--- src/rtl/connect4_pkg.sv ---
// Shared Connect-4 definitions: board size defaults, cell and winner
// encodings, win-check direction deltas and the sequencer state type.
package connect4_pkg;

  localparam int COLS_DEF = 7;
  localparam int ROWS_DEF = 6;

  typedef enum logic [1:0] {
    CELL_EMPTY = 2'd0,
    CELL_P1    = 2'd1,
    CELL_P2    = 2'd2
  } cell_e;

  localparam logic [3:0] WIN_NONE = 4'd0;
  localparam logic [3:0] WIN_P1   = 4'd1;
  localparam logic [3:0] WIN_P2   = 4'd2;
  localparam logic [3:0] WIN_DRAW = 4'd3;

  typedef enum logic [2:0] {
    S_IDLE,
    S_SETUP,
    S_ISSUE,
    S_COMPARE,
    S_RAY_END,
    S_DONE
  } state_e;

  // Direction deltas: d0 (1,0) horizontal, d1 (0,1) vertical,
  // d2 (1,1) diagonal, d3 (1,-1) anti-diagonal.
  function automatic logic signed [3:0] dir_dc(input logic [1:0] d);
    return (d == 2'd1) ? 4'sd0 : 4'sd1;
  endfunction

  function automatic logic signed [3:0] dir_dr(input logic [1:0] d);
    logic signed [3:0] r;
    case (d)
      2'd0:    r = 4'sd0;
      2'd1:    r = 4'sd1;
      2'd2:    r = 4'sd1;
      default: r = -4'sd1;
    endcase
    return r;
  endfunction

endpackage

--- src/rtl/win_check_sequencer_if.sv ---
// Signal bundle between the game controller / board RAM and the win-check
// sequencer.
//   start/move_col/move_row/player/new_game : controller requests
//   busy/done/gameOver/winner               : check status and result
//   rd_en/rd_addr/rd_data                   : board RAM read port
// slave  = sequencer view, master = controller + RAM view.
interface win_check_sequencer_if;
  logic       start;
  logic [2:0] move_col;
  logic [2:0] move_row;
  logic [1:0] player;
  logic       new_game;
  logic       rd_en;
  logic [5:0] rd_addr;
  logic [1:0] rd_data;
  logic       busy;
  logic       done;
  logic       gameOver;
  logic [3:0] winner;

  modport slave (
    input  start, move_col, move_row, player, new_game, rd_data,
    output rd_en, rd_addr, busy, done, gameOver, winner
  );

  modport master (
    output start, move_col, move_row, player, new_game, rd_data,
    input  rd_en, rd_addr, busy, done, gameOver, winner
  );
endinterface

--- src/rtl/board_coord.sv ---
// Combinational board coordinate check: maps a signed (col,row) to a
// bounds flag and the linear cell address row*COLS + col.
//   col_i/row_i  : signed 4-bit coordinates
//   in_bounds_o  : 1 when 0 <= col < COLS and 0 <= row < ROWS
//   addr_o       : cell address, meaningful only when in_bounds_o
module board_coord
  import connect4_pkg::*;
#(
  parameter int COLS = COLS_DEF,
  parameter int ROWS = ROWS_DEF
) (
  input  logic signed [3:0] col_i,
  input  logic signed [3:0] row_i,
  output logic              in_bounds_o,
  output logic [5:0]        addr_o
);

  always_comb begin
    in_bounds_o = (col_i >= 4'sd0) && (row_i >= 4'sd0) &&
                  (int'(col_i) < COLS) && (int'(row_i) < ROWS);
    addr_o      = 6'(int'(row_i) * COLS + int'(col_i));
  end

endmodule

--- src/rtl/win_check_sequencer.sv ---
// Win/draw evaluation after each accepted Connect-4 move. Walks outward
// from the placed piece in four directions (both signs) through the board
// RAM read port, counting same-player pieces; four in a line is a win, a
// full board without a win is a draw.
//   clk, resetn : clock, asynchronous active-low reset
//   bus (slave) : controller request/result and board RAM read port
module win_check_sequencer
  import connect4_pkg::*;
#(
  parameter int COLS = COLS_DEF,
  parameter int ROWS = ROWS_DEF
) (
  input logic                   clk,
  input logic                   resetn,
  win_check_sequencer_if.slave  bus
);

  localparam logic [5:0] CELLS = 6'(ROWS * COLS);

  state_e     state_q, state_d;
  logic [1:0] d_q, d_d;
  logic       neg_q, neg_d;
  logic [2:0] k_q, k_d;
  logic [2:0] count_q, count_d;
  logic [2:0] col_q, col_d;
  logic [2:0] row_q, row_d;
  logic [1:0] player_q, player_d;
  logic [5:0] moves_q, moves_d;
  logic       game_over_q, game_over_d;
  logic [3:0] winner_q, winner_d;
  logic       rd_en_q, rd_en_d;
  logic [5:0] rd_addr_q, rd_addr_d;

  logic signed [3:0] ks, off_c, off_r, tgt_col, tgt_row;
  logic              tgt_in;
  logic [5:0]        tgt_addr;

  always_comb begin
    state_d     = state_q;
    d_d         = d_q;
    neg_d       = neg_q;
    k_d         = k_q;
    count_d     = count_q;
    col_d       = col_q;
    row_d       = row_q;
    player_d    = player_q;
    moves_d     = moves_q;
    game_over_d = game_over_q;
    winner_d    = winner_q;

    case (state_q)
      S_IDLE: begin
        if (bus.start && !game_over_q) begin
          if (bus.player == CELL_P1 || bus.player == CELL_P2) begin
            col_d    = bus.move_col;
            row_d    = bus.move_row;
            player_d = bus.player;
            moves_d  = moves_q + 6'd1;
            state_d  = S_SETUP;
          end else begin
            // Invalid owner: acknowledge with done, leave result untouched.
            state_d = S_DONE;
          end
        end
      end
      S_SETUP: begin
        d_d     = 2'd0;
        neg_d   = 1'b0;
        k_d     = 3'd1;
        count_d = 3'd1;
        state_d = S_ISSUE;
      end
      S_ISSUE: begin
        // rd_en_q already carries the bounds decision for this probe.
        state_d = rd_en_q ? S_COMPARE : S_RAY_END;
      end
      S_COMPARE: begin
        if (bus.rd_data == player_q) begin
          count_d = count_q + 3'd1;
          k_d     = k_q + 3'd1;
          if (count_q >= 3'd3) begin
            game_over_d = 1'b1;
            winner_d    = {2'b00, player_q};
            state_d     = S_DONE;
          end else if (k_q < 3'd3) begin
            state_d = S_ISSUE;
          end else begin
            state_d = S_RAY_END;
          end
        end else begin
          state_d = S_RAY_END;
        end
      end
      S_RAY_END: begin
        if (!neg_q) begin
          neg_d   = 1'b1;
          k_d     = 3'd1;
          state_d = S_ISSUE;
        end else if (d_q != 2'd3) begin
          d_d     = d_q + 2'd1;
          neg_d   = 1'b0;
          k_d     = 3'd1;
          count_d = 3'd1;
          state_d = S_ISSUE;
        end else begin
          if (moves_q == CELLS) begin
            game_over_d = 1'b1;
            winner_d    = WIN_DRAW;
          end
          state_d = S_DONE;
        end
      end
      S_DONE:  state_d = S_IDLE;
      default: state_d = S_IDLE;
    endcase

    if (bus.new_game) begin
      state_d     = S_IDLE;
      moves_d     = '0;
      game_over_d = 1'b0;
      winner_d    = WIN_NONE;
    end
  end

  // The probe address is computed from next-state values so the registered
  // rd_en/rd_addr are already valid during ISSUE and rd_data arrives in
  // COMPARE one cycle later.
  always_comb begin
    ks    = $signed({1'b0, k_d});
    off_c = dir_dc(d_d) * ks;
    off_r = dir_dr(d_d) * ks;
    if (neg_d) begin
      off_c = -off_c;
      off_r = -off_r;
    end
    tgt_col = $signed({1'b0, col_d}) + off_c;
    tgt_row = $signed({1'b0, row_d}) + off_r;
  end

  board_coord #(
    .COLS(COLS),
    .ROWS(ROWS)
  ) u_coord (
    .col_i      (tgt_col),
    .row_i      (tgt_row),
    .in_bounds_o(tgt_in),
    .addr_o     (tgt_addr)
  );

  always_comb begin
    rd_en_d   = (state_d == S_ISSUE) && tgt_in;
    rd_addr_d = rd_en_d ? tgt_addr : rd_addr_q;
  end

  always_ff @(posedge clk or negedge resetn) begin
    if (!resetn) begin
      state_q     <= S_IDLE;
      d_q         <= '0;
      neg_q       <= 1'b0;
      k_q         <= '0;
      count_q     <= '0;
      col_q       <= '0;
      row_q       <= '0;
      player_q    <= '0;
      moves_q     <= '0;
      game_over_q <= 1'b0;
      winner_q    <= WIN_NONE;
      rd_en_q     <= 1'b0;
      rd_addr_q   <= '0;
    end else begin
      state_q     <= state_d;
      d_q         <= d_d;
      neg_q       <= neg_d;
      k_q         <= k_d;
      count_q     <= count_d;
      col_q       <= col_d;
      row_q       <= row_d;
      player_q    <= player_d;
      moves_q     <= moves_d;
      game_over_q <= game_over_d;
      winner_q    <= winner_d;
      rd_en_q     <= rd_en_d;
      rd_addr_q   <= rd_addr_d;
    end
  end

  assign bus.rd_en    = rd_en_q;
  assign bus.rd_addr  = rd_addr_q;
  assign bus.busy     = (state_q != S_IDLE);
  assign bus.done     = (state_q == S_DONE);
  assign bus.gameOver = game_over_q;
  assign bus.winner   = winner_q;

endmodule

--- src/flat_wrapper.sv ---
// flat-port wrapper written by rule: the top's interface ports become plain ports
module win_check_sequencer_flat import connect4_pkg::*;
#(
  parameter int COLS = COLS_DEF,
  parameter int ROWS = ROWS_DEF
)
  (clk, resetn, bus_start, bus_move_col, bus_move_row, bus_player, bus_new_game, bus_rd_data, bus_rd_en, bus_rd_addr, bus_busy, bus_done, bus_gameOver, bus_winner);
  win_check_sequencer_if bus_i ();
  input logic clk;
  input logic resetn;
  input wire logic [$bits(bus_i.start)-1:0] bus_start;
  input wire logic [$bits(bus_i.move_col)-1:0] bus_move_col;
  input wire logic [$bits(bus_i.move_row)-1:0] bus_move_row;
  input wire logic [$bits(bus_i.player)-1:0] bus_player;
  input wire logic [$bits(bus_i.new_game)-1:0] bus_new_game;
  input wire logic [$bits(bus_i.rd_data)-1:0] bus_rd_data;
  output wire logic [$bits(bus_i.rd_en)-1:0] bus_rd_en;
  output wire logic [$bits(bus_i.rd_addr)-1:0] bus_rd_addr;
  output wire logic [$bits(bus_i.busy)-1:0] bus_busy;
  output wire logic [$bits(bus_i.done)-1:0] bus_done;
  output wire logic [$bits(bus_i.gameOver)-1:0] bus_gameOver;
  output wire logic [$bits(bus_i.winner)-1:0] bus_winner;
  assign bus_i.start = bus_start;
  assign bus_i.move_col = bus_move_col;
  assign bus_i.move_row = bus_move_row;
  assign bus_i.player = bus_player;
  assign bus_i.new_game = bus_new_game;
  assign bus_i.rd_data = bus_rd_data;
  assign bus_rd_en = bus_i.rd_en;
  assign bus_rd_addr = bus_i.rd_addr;
  assign bus_busy = bus_i.busy;
  assign bus_done = bus_i.done;
  assign bus_gameOver = bus_i.gameOver;
  assign bus_winner = bus_i.winner;
  win_check_sequencer #(.COLS(COLS), .ROWS(ROWS)) u_core (.clk(clk), .resetn(resetn), .bus(bus_i));
endmodule
--- config.mk ---
export PLATFORM = sky130hd
export DESIGN_NAME = win_check_sequencer_flat
export DESIGN_NICKNAME = d
export VERILOG_FILES = /design/src/rtl/connect4_pkg.sv /design/src/rtl/win_check_sequencer_if.sv /design/src/rtl/board_coord.sv /design/src/rtl/win_check_sequencer.sv /design/src/flat_wrapper.sv
export SDC_FILE = /design/constraint.sdc
export NUM_CORES = 1
export LEC_CHECK = 0
export CAP_MARGIN = 30
export CORE_MARGIN = 1.5
export CORE_UTILIZATION = 40
export CTS_BUF_LIST = sky130_fd_sc_hd__clkbuf_4 sky130_fd_sc_hd__clkbuf_8
export CTS_CLUSTER_SIZE = 14
export DETAILED_ROUTE_END_ITERATION = 7
export PLACE_DENSITY = 0.67
export SKIP_LAST_GASP = 1
export SLEW_MARGIN = 20
export SYNTH_ARGS = -nofsm -noshare
export SYNTH_HDL_FRONTEND = slang
export SYNTH_SLANG_ARGS = --single-unit
--- constraint.sdc ---
create_clock -name clk -period 7.75 [get_ports clk]
set_clock_uncertainty 0.1 [all_clocks]
set_input_delay 1.55 -clock clk [delete_from_list [all_inputs] [get_ports clk]]
set_output_delay 1.55 -clock clk [all_outputs]
set_load 0.05 [all_outputs]
Yosys cells after proc, flatten, opt, wreduce, memory -nomap -nowiden
Cells that the tools add are included.
W data, S select, Z words.

storage, ports and cells
  flip-flop bits (word level) = 38
  input port bits = 14
  logic and storage cells = 124

operators by class
  add/subtract/negate cells = 9
  multipliers = 3
  $lt $le $gt $ge = 6
  eq/ne operators = 21
  multiplexer cells = 52
  reduce and logical (&&, ||, !) cells = 20

operators with widths
  cell                   count
  $mux W3                21
  $mux W4                8
  $mux W6                4
  $pmux W3 S3            2
  $pmux W4 S2            2
  $pmux W3 S5            1
  $ne A3 B2 Y1 const B   4
  $eq A3 B2 Y1 const B   3
  $mux W1                9
  $reduce_bool A3 Y1     3
  $add A4 B4 Y4          2
  $ge A4 B1 Y1 const B   2
  $lt A4 B4 Y1 const B   2
  $mul A4 B4 Y4          2
  $neg A4 Y4             2
  $add A3 B1 Y3 const B  2
  $add A6 B1 Y6 const B  1
  $add A6 B4 Y6          1
  $eq A3 B3 Y1 const B   2
  $eq A6 B6 Y1 const B   1
  $mul A4 B4 Y6 const B  1
  $ne A2 B1 Y1 const B   3
  $reduce_and A3 Y1      2
  $reduce_and A6 Y1      1
  other kinds (20)       30

Logic depth before layout (Yosys ltp)
  depth after elaboration = 16
  mapped depth = 26

By module
Synthesis repeated with hierarchy kept, for this count alone.

second synthesis, totals
  cell total of the unflattened synthesis = 297
  area total of the unflattened synthesis = 2842.7 sq um

modules (own cells, without submodules)
  module               times used  cells each  area each (sq um)  sequential area each (sq um)
  win_check_sequencer  1           254         2448.6             900.9
  board_coord          1           43          394.1              0.0

Worst setup path after synthesis
No wires, ideal clock.

  path type = input -> register
  start point = input port bus_rd_data[1]
  end point = register u_core.rd_addr_q[5], in the netlist u_core.bus.rd_addr[5]
  setup time = 0.125 ns
  data arrival time = 6.626 ns
  required time = 7.525 ns
  path slack = 0.899 ns
  stages on the path = 24
  path buffers = 1
  path through = xor2_1 > or4_4 > and3_4 > buf_6 > nor2_1 > ha_1 > inv_1 > ha_1 > nand2_1 > o21ai_0 > ha_1 > a21o_1 > a21oi_1 > xnor2_1 > xnor2_1 > xnor2_2 > fa_1 > fa_1 > inv_1 > ha_1 > a21o_1 > a21oi_1 > xnor2_1 > mux2_4

on the way
  word-level cells in the longest chain between the ends = 12
  elaborated cells between the ends (all ways) = 25
  classes of those cells = add/sub (5); mul (3); order compare (4); eq/ne (2); mux (7); reduce/logical (4)

ends and longest elaborated chain
  what                                                                    RTL line                    RTL
  from (decl)                                                             flat_wrapper.sv:16          input wire logic [$bits(bus_i.rd_data)-1:0] bus_rd_data;
  $eq A2 B2 Y1 *                                                          win_check_sequencer.sv:78   if (bus.rd_data == player_q) begin
  parallel branches: the longest is 11 deep, another holds $mul A4 B4 Y6  -
  to (signal assigned)                                                    win_check_sequencer.sv:183  rd_addr_q <= rd_addr_d;
  to (decl)                                                               win_check_sequencer.sv:32   logic [5:0] rd_addr_q, rd_addr_d;

Every way passes the cells marked *.
A chain may end at the register's enable or synchronous reset.

Worst setup path after layout
Ends and elaborated chain as after synthesis.

==> impl_metrics.toml <==
[run_status]
status = "completed"

[cts]
clk_path_buf_depth = 2
root_buffer = "clkbuf_8"
cts.clk_slew.worst_paths_ns = 0.07
post-cts-setup-buffers = 0
cts_tree = "yes"
ctsResizeCount = 0
cts_buffers = 5
cts_sinks = 36
cts_hold_buf = 0
clock_latency_ns = 0.29
htreeDepth = 2

[yosys]
async_flop_share_pct = 100.0
yosys.area.top_type = "dfrtp_1"
postSynthCellCount = 312
avgSynthCellArea_sq_um = 9.111
synth_top_area_share_pct = 31.69
syn_area_sq_um = 2843
synth_top_flop_cell = "dfrtp_1"
seq_area_frac_synth_pct = 31.69
yosys-top-cells-count = "nor2_1 (38), dfrtp_1 (36), inv_1 (33)"
post-synth-top-count-cell = "nor2_1"
synth.distinct_cells = 51
synth-edff-count = 0
ys_seq_elements = 36
yosys_warnings = 0
yosys-top-cells-area = "dfrtp_1 (32%), ha_1 (12%), nor2_1 (5.0%)"

[sta]
setup_viol = 0
max_freq_ghz = 0.1369
maxSlewViolCount = 0
period_needed_ns = 7.303
slew_headroom_pct = 45.44
hold_viol_final = 0
rsz0062_at_grt = "false"
worst_slew_pin_slew_ns = 0.8184
fin_crit_sh_pct = 94.23
fin_tns_setup_ns = 0

[global_route]
grt_pass1_vias = 2163
grt_max_degree = 37
track_usage_pct = 16.80
antenna_found_initial = 0
grt_pass1_wl_um = 10030
grt-ovfl-total = 0

[route]
drcViolationCount = 0
wl_per_cell_um = 13.38
route.vias.total = 2183
ant_nets = 0
via_per_inst = 5.053
drt_wl_total_um = 5782
firstDrtPassIters = 4
drtIter0Drc = 104

[critical_path]
worstPathArrival_ns = 7.38
end_kind = "flip-flop"
cp_max_fo = 6
critPathKind = "in -> reg"
worstPathRequired_ns = 7.82
crit_path_start_kind = "input pin"

[placed_design]
dp_hpwl_um = 4546
gp_congestion = 0.9051
dpl.cell_count = 424
io_buffers = 25

[floorplanning]
num_rows = 30
die_h_um = 87.30
core_sq_um = 6832
start_util_pct = 41.61
die_w_um = 87.30
pin_count = 28
die_area_sq_um = 7621

[worst_hold_path]
worstHoldPathType = "reg -> reg"

[layout]
area_growth_pct = 15.14
drive_gt1_share_pct = 8.036
final_cells = 432
n_antenna_cell = 0
finish.net_count = 384

[run]
maxCapViolations = 0
==> state kept, by name (all words and copies together), names as in the netlist <==
name                 count
u_core.moves_q           6
u_core.bus.rd_addr       6
u_core.state_q           3
u_core.d_q               2
u_core.bus.winner        2
u_core.bus.gameOver      1
u_core.col_q             3
u_core.neg_q             1
u_core.row_q             3
u_core.k_q               3
u_core.player_q          2
u_core.bus.rd_en         1
u_core.count_q           3
==> worst paths after layout <==
kind,startpoint,end,slack [ns],cells past startpoint
setup / recovery,bus_rd_data[1],u_core.bus.rd_addr[5],0.45,22
hold / removal,u_core.col_q[0],u_core.col_q[0],0.39,2
setup reg to reg,u_core.state_q[2],u_core.bus.rd_addr[5],1.58,21
hold reg to reg,u_core.col_q[0],u_core.col_q[0],0.39,2
max in group asynchronous,resetn,u_core.state_q[2],5.79,1
min in group asynchronous,resetn,u_core.moves_q[3],1.25,1
==> metal layers <==
metal | routed length (um) | track usage [%] | vias to the layer above
li1 | - | - | 1082
met1 | 2796 | 22.75 | 1063
met2 | 2780 | 28.25 | 34
met3 | 151 | 2.180 | 4
met4 | 53 | 4.329 | 0
met5 | 0 | 0 | -
==> placed cells by master (no fill, tap or decap), types with 5 or more instances in the layout <==
cell type        Yosys  routed
nor2_1              38      38
dfrtp_1             36      36
inv_1               33      33
nand2_1             31      31
ha_1                28      28
clkdlybuf4s50_1      0      24
xor2_1              14      14
a21oi_1             14      14
xnor2_1             13      13
o21ai_0             10      10
nand3_1              7       7
fa_1                 7       7
a21o_1               5       5
mux2_4               5       5
clkbuf_8             0       5
==> cell type report <==
cell class / instances / area [sq um]
Sequential cell: 36 / 900.9
Timing Repair Buffer: 27 / 260.3
Multi-Input combinational cell: 232 / 1757
Clock inverter: 3 / 42.54
Fill cell: 685 / 3558
Tap cell: 96 / 120.1
Clock buffer: 5 / 68.82
Inverter: 33 / 123.9
==> stage by stage <==
step                      hold WS [ns]  instance area (sq um)  setup WS (ns)  util [%]
final                           0.3939                   3273         0.4468     47.91
after global routing            0.4214                   3273         0.1279     47.91
after CTS                       0.3958                   3273         0.4259     47.91
after detailed placement        0.3777                   3162         0.1350     46.28
after global placement          0.3692                   3162         0.2739     46.28
after floorplan                 0.3442                   2846         0.8990         -
==> logic make-up (layout without fill, tap and decap cells) <==
kind of cell	after synthesis	after routing	share of synthesized area, %
and+or+nand+nor	108	108	19.41
buffers and inverters	45	68	6.646
DFF	36	36	31.69
muxes	9	9	4.049
AOI/OAI and AO/OA	49	49	11.36
other	1	2	0.1319
adders and majority gates	35	35	17.25
xor gates and xnor gates	29	29	9.463
==> worst max-delay path, stage by stage <==
cell,delay (ns)
clkdlybuf4s50_1,0.50
xor2_1,0.31
nor3_1,0.20
a211oi_4,0.39
nor2_1,0.11
ha_1,0.32
ha_1,0.27
ha_1,0.32
xor2_1,0.17
ha_1,0.33
a21oi_1,0.17
xnor2_1,0.15
xnor2_1,0.12
xnor2_2,0.38
fa_1,0.49
fa_1,0.51
inv_1,0.04
ha_1,0.32
a21o_1,0.19
a21oi_1,0.16
xnor2_1,0.09
mux2_4,0.26
Power is left out: the tool's default activity adds up to more than one toggle a clock period on the data nets, which glitch-free logic cannot reach.
